File: config.mk
export PLATFORM = sky130hd
export DESIGN_NAME = pipeline_hazard_ctrl
export DESIGN_NICKNAME = d
export VERILOG_FILES = /design/src/rtl/pipeline_pkg.sv /design/src/rtl/hazard_md_sequencer.sv /design/src/rtl/pipeline_hazard_ctrl.sv
export SDC_FILE = /design/constraint.sdc
export NUM_CORES = 1
export LEC_CHECK = 0
export CAP_MARGIN = 40
export CORE_MARGIN = 3
export CORE_UTILIZATION = 36
export DETAILED_ROUTE_END_ITERATION = 8
export GPL_TIMING_DRIVEN = 0
export PLACE_DENSITY = 0.73
export SETUP_SLACK_MARGIN = 0.2
export SLEW_MARGIN = 20
export SYNTH_ARGS = -nofsm -noshare
export SYNTH_HDL_FRONTEND = slang
export SYNTH_SLANG_ARGS = --single-unit
File: constraint.sdc
create_clock -name clk -period 1.6 [get_ports clk]
set_input_delay 0.32 -clock clk [delete_from_list [all_inputs] [get_ports clk]]
set_output_delay 0.32 -clock clk [all_outputs]
set_load 0.01 [all_outputs]
File: src/rtl/pipeline_pkg.sv
// Shared types and constants for the 5-stage pipeline hazard logic.
//   md_state_e    : multi-cycle sequencer states
//   idex_ctrl_t   : ID/EX control-field bundle; a bubble loads IDEX_CTRL_BUBBLE
//   md_cnt_width  : down-counter width for a given multi-cycle latency
package pipeline_pkg;

    localparam int unsigned REG_ADDR_W = 5;
    localparam logic [REG_ADDR_W-1:0] REG_ZERO = 5'd0;
    localparam int unsigned ALUOP_W = 4;

    typedef enum logic {
        RUN     = 1'b0,
        MD_WAIT = 1'b1
    } md_state_e;

    typedef struct packed {
        logic               reg_write;
        logic               mem_to_reg;
        logic               mem_write;
        logic               mem_read;
        logic               alu_src;
        logic [ALUOP_W-1:0] alu_op;
        logic               reg_dst;
    } idex_ctrl_t;

    localparam int unsigned IDEX_CTRL_W = $bits(idex_ctrl_t);
    localparam idex_ctrl_t IDEX_CTRL_BUBBLE = '0;

    // ceil(log2(latency)), never less than 1
    function automatic int unsigned md_cnt_width(input int unsigned latency);
        int unsigned w;
        w = (latency > 1) ? $clog2(latency) : 1;
        return (w < 1) ? 1 : w;
    endfunction

endpackage

File: src/rtl/hazard_md_sequencer.sv
// Tracks a multi-cycle multiply/divide occupying EX.
//   clk, rst        : clock, async active-high reset
//   ex_md_start_i   : mul/div op entered EX this cycle
//   md_busy_o       : op occupies EX this cycle (combinational)
//   md_done_o       : last EX cycle of the op (combinational)
module hazard_md_sequencer
    import pipeline_pkg::*;
#(
    parameter int unsigned MD_LATENCY = 8
) (
    input  logic clk,
    input  logic rst,
    input  logic ex_md_start_i,
    output logic md_busy_o,
    output logic md_done_o
);

    localparam int unsigned CNT_W    = md_cnt_width(MD_LATENCY);
    localparam bit          MD_MULTI = (MD_LATENCY > 1);
    // Start cycle is spent in RUN, so MD_WAIT covers the remaining MD_LATENCY-1 cycles
    localparam int unsigned CNT_LOAD = MD_MULTI ? (MD_LATENCY - 2) : 0;

    md_state_e          state_q, state_d;
    logic [CNT_W-1:0]   cnt_q, cnt_d;

    // State and counter registers
    always_ff @(posedge clk or posedge rst) begin
        if (rst) begin
            state_q <= RUN;
            cnt_q   <= '0;
        end else begin
            state_q <= state_d;
            cnt_q   <= cnt_d;
        end
    end

    // Next-state and output decode
    always_comb begin
        state_d   = state_q;
        cnt_d     = cnt_q;
        md_busy_o = 1'b0;
        md_done_o = 1'b0;
        if (!rst) begin
            case (state_q)
                RUN: begin
                    if (MD_MULTI && ex_md_start_i) begin
                        md_busy_o = 1'b1;
                        state_d   = MD_WAIT;
                        cnt_d     = CNT_W'(CNT_LOAD);
                    end
                end
                MD_WAIT: begin
                    // Further starts are ignored while waiting
                    md_busy_o = 1'b1;
                    if (cnt_q == '0) begin
                        md_done_o = 1'b1;
                        state_d   = RUN;
                    end else begin
                        cnt_d = cnt_q - CNT_W'(1);
                    end
                end
                default: begin
                    state_d = RUN;
                end
            endcase
        end
    end

endmodule

File: src/rtl/pipeline_hazard_ctrl.sv
// Hazard and sequencing controller beside the ID stage of the 5-stage pipeline.
//   clk, rst                 : clock, async active-high reset
//   id_rs, id_rt, id_uses_rt : source operands of the ID instruction
//   ex_mem_read, ex_rt       : load in EX and its destination
//   ex_md_start              : multi-cycle mul/div entered EX
//   branch_taken             : branch/jump resolved taken in ID
//   pc_write, ifid_write     : PC and IF/ID update enables
//   ifid_flush               : IF/ID loads a NOP
//   idex_hold, idex_bubble   : ID/EX retain / load zero control fields
//   md_busy, md_done         : multi-cycle op status
//   stall_cycles             : saturating count of cycles with pc_write=0
module pipeline_hazard_ctrl
    import pipeline_pkg::*;
#(
    parameter int unsigned MD_LATENCY  = 8,
    parameter int unsigned STALL_CNT_W = 16
) (
    input  logic                   clk,
    input  logic                   rst,
    input  logic [REG_ADDR_W-1:0]  id_rs,
    input  logic [REG_ADDR_W-1:0]  id_rt,
    input  logic                   id_uses_rt,
    input  logic                   ex_mem_read,
    input  logic [REG_ADDR_W-1:0]  ex_rt,
    input  logic                   ex_md_start,
    input  logic                   branch_taken,
    output logic                   pc_write,
    output logic                   ifid_write,
    output logic                   ifid_flush,
    output logic                   idex_hold,
    output logic                   idex_bubble,
    output logic                   md_busy,
    output logic                   md_done,
    output logic [STALL_CNT_W-1:0] stall_cycles
);

    logic                   load_use;
    logic [STALL_CNT_W-1:0] stall_q, stall_d;

    hazard_md_sequencer #(
        .MD_LATENCY (MD_LATENCY)
    ) u_md_seq (
        .clk           (clk),
        .rst           (rst),
        .ex_md_start_i (ex_md_start),
        .md_busy_o     (md_busy),
        .md_done_o     (md_done)
    );

    // A load writing r0 never creates a real dependency
    assign load_use = ex_mem_read && (ex_rt != REG_ZERO) &&
                      ((ex_rt == id_rs) || (id_uses_rt && (ex_rt == id_rt)));

    // Pipeline-register control decode, highest priority first
    always_comb begin
        pc_write    = 1'b1;
        ifid_write  = 1'b1;
        ifid_flush  = 1'b0;
        idex_hold   = 1'b0;
        idex_bubble = 1'b0;
        if (rst) begin
            pc_write    = 1'b0;
            ifid_write  = 1'b0;
            ifid_flush  = 1'b1;
            idex_bubble = 1'b1;
        end else if (md_busy) begin
            pc_write   = 1'b0;
            ifid_write = 1'b0;
            idex_hold  = 1'b1;
        end else if (load_use) begin
            // Bubble makes EX MemRead=0 next cycle, so the stall lasts one cycle
            pc_write    = 1'b0;
            ifid_write  = 1'b0;
            idex_bubble = 1'b1;
        end else if (branch_taken) begin
            ifid_flush = 1'b1;
        end
    end

    // Saturating stall statistics
    always_comb begin
        stall_d = stall_q;
        if (!pc_write && (stall_q != {STALL_CNT_W{1'b1}})) begin
            stall_d = stall_q + STALL_CNT_W'(1);
        end
    end

    always_ff @(posedge clk or posedge rst) begin
        if (rst) begin
            stall_q <= '0;
        end else begin
            stall_q <= stall_d;
        end
    end

    assign stall_cycles = stall_q;

endmodule

==> Word level (Yosys, flattened, before mapping) <==
Cells that the tools add are included.
{ "op_classes": {"n_reduce_logical": 9, "bitwise": 2, "n_eq_ne": 5, "muxes": 23, "addsub": 2} }
{ "ops": {"columns": ["op", "n"], "rows": [
  ["$mux W1", 18],
  ["$add A16 B1 Y16 const B", 1],
  ["$ne A16 B16 Y1 const B", 1],
  ["$eq A5 B5 Y1", 2],
  ["$mux W3", 2],
  ["$pmux W3 S2", 1],
  ["$reduce_bool A5 Y1", 1],
  ["$logic_and A1 B1 Y1", 4],
  ["$ne A2 B2 Y1 const B", 2],
  ["$pmux W1 S2", 2],
  ["$logic_not A3 Y1", 1],
  ["$reduce_and A3 Y1", 1],
  ["$sub A3 B1 Y3 const B", 1],
  ["$not A1 Y1", 2],
  ["$logic_not A1 Y1", 1],
  ["$logic_or A1 B1 Y1", 1]
]} }
{ "totals": {"ff_bits": 20, "output_inout_bits": 23, "wordCells": 44} }

==> Depth between registers and ports, before layout <==
{ "logic_depth": {"ltp_word": 9, "depth_mapped": 7, "depth_no_buf": 7} }

==> By module <==
A second synthesis with hierarchy kept.
{ "hier_totals": {"hier_cells": 126, "hier_area_um2": 1218.7} }
{ "by_module_without_submodules": {"columns": ["module", "area_each_um2", "cells_per_inst", "instances", "seq_area_each_um2"], "rows": [
  ["pipeline_hazard_ctrl", 989.7, 101, 1, 400.4],
  ["hazard_md_sequencer", 229.0, 25, 1, 100.1]
]} }

==> Worst setup path after synthesis <==
Ideal clock, no wire load.
{ "synth_timing": {"path_type": "input port to flip-flop", "startpoint": "in ex_rt[1]", "endpoint": "reg stall_q[1], in the netlist stall_cycles[1]", "path_stages": 5, "path_buffers": 0, "setup_ns": 0.125, "slack_ns": -0.148, "required_ns": 1.475, "t_arrival_ns": 1.623, "cell_sequence": "or4_4 o21ai_2 a32oi_1 nand2_2 mux2_2"} }
{ "synth_via": {"elab_chain_len": 9, "elab_cells_between_ends": 12} }
{ "synth_rtl": {"columns": ["element", "line", "rtl"], "rows": [
  ["start: declaration", "pipeline_hazard_ctrl.sv:24", "input logic [REG_ADDR_W-1:0] ex_rt,"],
  ["$eq A5 B5 Y1", "pipeline_hazard_ctrl.sv:52", "((ex_rt == id_rs) || (id_uses_rt && (ex_rt == id_rt)));"],
  ["$logic_and A1 B1 Y1", "pipeline_hazard_ctrl.sv:52", null],
  ["$logic_or A1 B1 Y1", "pipeline_hazard_ctrl.sv:52", null],
  ["$logic_and A1 B1 Y1 *", "pipeline_hazard_ctrl.sv:51", "assign load_use = ex_mem_read && (ex_rt != REG_ZERO) &&"],
  ["$mux W1 *", "pipeline_hazard_ctrl.sv:70", "end else if (load_use) begin"],
  ["$mux W1 *", "pipeline_hazard_ctrl.sv:66", "end else if (md_busy) begin"],
  ["$mux W1 *", "pipeline_hazard_ctrl.sv:61", "if (rst) begin"],
  ["$logic_not A1 Y1 *", "pipeline_hazard_ctrl.sv:83", "if (!pc_write && (stall_q != {STALL_CNT_W{1'b1}})) begin"],
  ["$logic_and A1 B1 Y1 *", "pipeline_hazard_ctrl.sv:83", null],
  ["end signal: assignment", "pipeline_hazard_ctrl.sv:92", "stall_q <= stall_d;"],
  ["end: declaration", "pipeline_hazard_ctrl.sv:38", "logic [STALL_CNT_W-1:0] stall_q, stall_d;"]
]} }
Mark *: on every way between the ends. The rest lies on a longest branch, timed or not.
A chain may end at the register's enable or synchronous reset.

==> Worst setup path in the final report <==
{ "layout_timing": {"startpoint": "in id_rt[1]", "endpoint": "out pc_write"} }
{ "layout_via": {"elab_chain_len": 7} }
{ "layout_rtl": {"columns": ["element", "line", "rtl"], "rows": [
  ["start: declaration", "pipeline_hazard_ctrl.sv:21", "input logic [REG_ADDR_W-1:0] id_rt,"],
  ["$eq A5 B5 Y1", "pipeline_hazard_ctrl.sv:52", null],
  ["$logic_and A1 B1 Y1", "pipeline_hazard_ctrl.sv:52", null],
  ["$logic_or A1 B1 Y1", "pipeline_hazard_ctrl.sv:52", null],
  ["$logic_and A1 B1 Y1", "pipeline_hazard_ctrl.sv:51", null],
  ["$mux W1", "pipeline_hazard_ctrl.sv:70", null],
  ["$mux W1", "pipeline_hazard_ctrl.sv:66", null],
  ["$mux W1", "pipeline_hazard_ctrl.sv:61", null],
  ["end: declaration", "pipeline_hazard_ctrl.sv:27", "output logic pc_write,"]
]} }
No other way between the ends.

==> out/results.tsv <==
stage	metric	value	unit
clock_tree	cts_max_path_buffers	2	
run_status	run_status	finished, violations left	
power_and_ir_drop	peakVddDrop	884	µV
logic_synthesis	seq_area_frac_synth	40.8	%
logic_synthesis	ys_warn_count	0	
critical_path	cp-start-kind	primary input	
hold_path	min_path_type	primary input to asynchronous set/reset pin	
logic_synthesis	synth_most_common_cell	dfrtp_1	
drt	via_count	1487	
drt	wl_per_cell	18.9	µm
clock_tree	clock_sinks	20	
cells_and_area	final-instance-count-excl-fill	285	
floorplan	core_area	0.00315	mm²
logic_synthesis	synth_nets	153	
sta	min_period	1.94	ns
logic_synthesis	syn_area_per_cell	9.51	µm²
sta	finalCritPeriodShare	122	%
clock_tree	path_clk_slew	0.13	ns
logic_synthesis	synth-edff-count	0	
grt	track_usage	22.1	%
clock_tree	cts_buffers	3	
cells_and_area	final-seq-area	509	µm²
drt	drc	0	
power_and_ir_drop	power.density	1300	mW/mm²
critical_path	path_cells	clkdlybuf4s15_2, xnor2_1, nand4_1, o22a_2, o21ai_4, inv_4, buf_6, buf_6	
critical_path	cp.arrival	1.62	ns
placement	dp_cells	216	
cells_and_area	nets	266	
cells_and_area	drive_gt1_share	63.1	%
logic_synthesis	async_flop_share	100	%
sta	setup_violations	19	
critical_path	path_class	primary input to primary output	
sta	maxSlewViolCount	0	
placement	port-buffer-count	43	
floorplan	initial_core_util	38.9	%
cells_and_area	fillers	175	
critical_path	crit_slowest_cell	o22a_2	
grt	antenna_found_initial	0	
sta	relSlewSlack	65.2	%
clock_tree	cts_tree	built	
floorplan	die_h	64.4	µm
grt	globalRouteOverflowTotal	0	
sta	fin_skew	0.0192	ns
run	drv_cap	0	
clock_tree	cts_root_buf	clkbuf_4	
grt	grt_pass1_wl	7.17	mm
drt	firstDrtPassIters	4	
critical_path	critPathCaptureType	primary output	
logic_synthesis	syn_area	0.00123	mm²
cells_and_area	diodes	0	
critical_path	cpMostUsedCell	buf_6	
run_status	violations	negative setup slack	
drt	wirelength	5.38	mm
sta	rsz0062_at_grt	yes	
clock_tree	cts.htree.levels	1	
sta	worst_pin_slew	0.522	ns
clock_tree	clock_latency	0.32	ns
power_and_ir_drop	power_leakage	1.15	nW
logic_synthesis	synthTopCellsByCount	dfrtp_1 (20), xnor2_1 (17), nand2_1 (16)	
critical_path	cpPeakStageDelay	0.25	ns
floorplan	rows	20	
logic_synthesis	ys_top_cells_by_area	dfrtp_1 (41%), xnor2_1 (12%), nand2_1 (4.9%)	
sta	fmax	514	MHz
cells_and_area	area_growth	105	%
logic_synthesis	ys_types	34	
floorplan	fp.dieW	64.4	µm
placement	place.detailed.hpwl	2.41	mm
drt	drt_iter0_markers	101	
drt	detail-route-antenna-nets	0	
logic_synthesis	synthFlopType	dfrtp_1	
critical_path	crit_required	1.28	ns
grt	grt_max_degree	13	
floorplan	top_level_ports	44	
sta	hold_violations	0	
cells_and_area	multi_input_area	970	µm²
critical_path	crit_fanout	3	
placement	place.gp.congestion	0.825	
drt	vias_per_cell	5.22	
cells_and_area	utilization	79.7	%
logic_synthesis	syn_inst	129	
sta	fin_ws	-0.344	ns
logic_synthesis	synth_top_area_share	40.8	%
floorplan	die-area	0.00414	mm²
logic_synthesis	ys_ff_latch	20	
logic_synthesis	synth_top_area_cell	dfrtp_1	
grt	grt_pass1_vias	1493	
==> power by group <==
group          switching [mW]  internal (mW)
sequential              0.186          0.703
clock                   0.170          0.253
combinational           0.955           1.01
==> critical path: cells and delay by family <==
family | cells | cell delay, ns
XOR/XNOR | 1 | 0.20
buffers and inverters | 4 | 0.46
AO/OA/AOI/OAI | 2 | 0.45
AND/OR/NAND/NOR | 1 | 0.18
==> layout make-up <==
type | instances | area share [%]
Inverter | 7 | 1.29
Clock buffer | 3 | 0.896
Buffer | 2 | 0.896
Tap cell | 44 | 2.19
Clock inverter | 1 | 1.20
Sequential cell | 20 | 20.3
Timing Repair inverter | 1 | 0.199
Timing Repair Buffer | 107 | 34.5
Multi-Input combinational cell | 100 | 38.6
==> routing by layer <==
metal,up-vias,routed length [µm],GRT usage [%]
met5,-,0,0
met3,16,262,4.04
li1,667,-,-
met1,728,2110,25.9
met2,76,2840,38.7
met4,0,159,10.3
==> cells in the final DEF (no fill, tap or decap), types with 3 or more instances in the layout <==
master / n
buf_4: 50
buf_6: 21
nand2_1: 15
dfrtp_1: 13
buf_2: 12
xnor2_1: 10
clkbuf_2: 9
dlygate4sd2_1: 8
dfrtp_2: 7
nand4_1: 6
nand3_1: 6
xnor2_2: 6
xor2_1: 6
nor2_2: 5
clkdlybuf4s15_1: 5
o21ai_0: 4
nor2_1: 4
nor2_4: 4
inv_1: 3
nor4_4: 3
clkbuf_4: 3
==> kinds of logic (layout without fill, tap and decap cells) <==
logic type | Yosys count | after routing | share of synthesized area, %
buffers and inverters | 9 | 121 | 3.57
and+or+nand+nor | 57 | 57 | 24.6
muxes | 2 | 2 | 2.14
DFF | 20 | 20 | 40.8
xor gates and xnor gates | 23 | 23 | 16.4
AOI/OAI and AO/OA | 15 | 15 | 9.39
adders and majority gates | 3 | 3 | 3.06
==> sequential cells by signal, indices dropped and copies added (netlist names) <==
name and flops:
stall_cycles 16, u_md_seq.state_q 1, u_md_seq.cnt_q 3
==> through the flow <==
step           hold slack, ns  cell area, µm²  setup slack (ns)  setup TNS [ns]  total power, mW
2_1_floorplan           0.299            1330            -0.137          -0.611             1.56
3_3_place_gp            0.478            1820             -1.12          -15.83             2.03
3_5_place_dp            0.508            1820             -1.14          -16.43             2.08
4_1_cts                 0.285            2290            -0.328           -3.24             2.90
5_1_grt                 0.379            2510            -0.361           -4.66             3.46
6_report                0.371            2510            -0.344           -4.04             3.27
==> timing repair <==
item	4_1_cts	5_1_grt
buffers inserted	46	18
hold buffers	0	0
endpoints found under the setup margin	40	36
gates cloned	1	0
pin swaps	33	26
gates resized for setup	143	47
==> worst paths after layout <==
kind,from,end,slack [ns],cells after the start
min,rst,stall_cycles[15]$_DFFE_PP0P_,0.37,2
max,id_rt[1],pc_write,-0.34,8
max reg2reg,stall_cycles[0]$_DFFE_PP0P_,stall_cycles[8]$_DFFE_PP0P_,-0.25,8
min in group clk,ex_md_start,u_md_seq.state_q$_DFFE_PP0N_,0.48,3
max in group asynchronous,rst,stall_cycles[3]$_DFFE_PP0P_,0.91,2
min reg2reg,u_md_seq.cnt_q[2]$_DFFE_PP0P_,u_md_seq.cnt_q[2]$_DFFE_PP0P_,0.55,1
No activity file was read; power rests on OpenSTA's default activity.
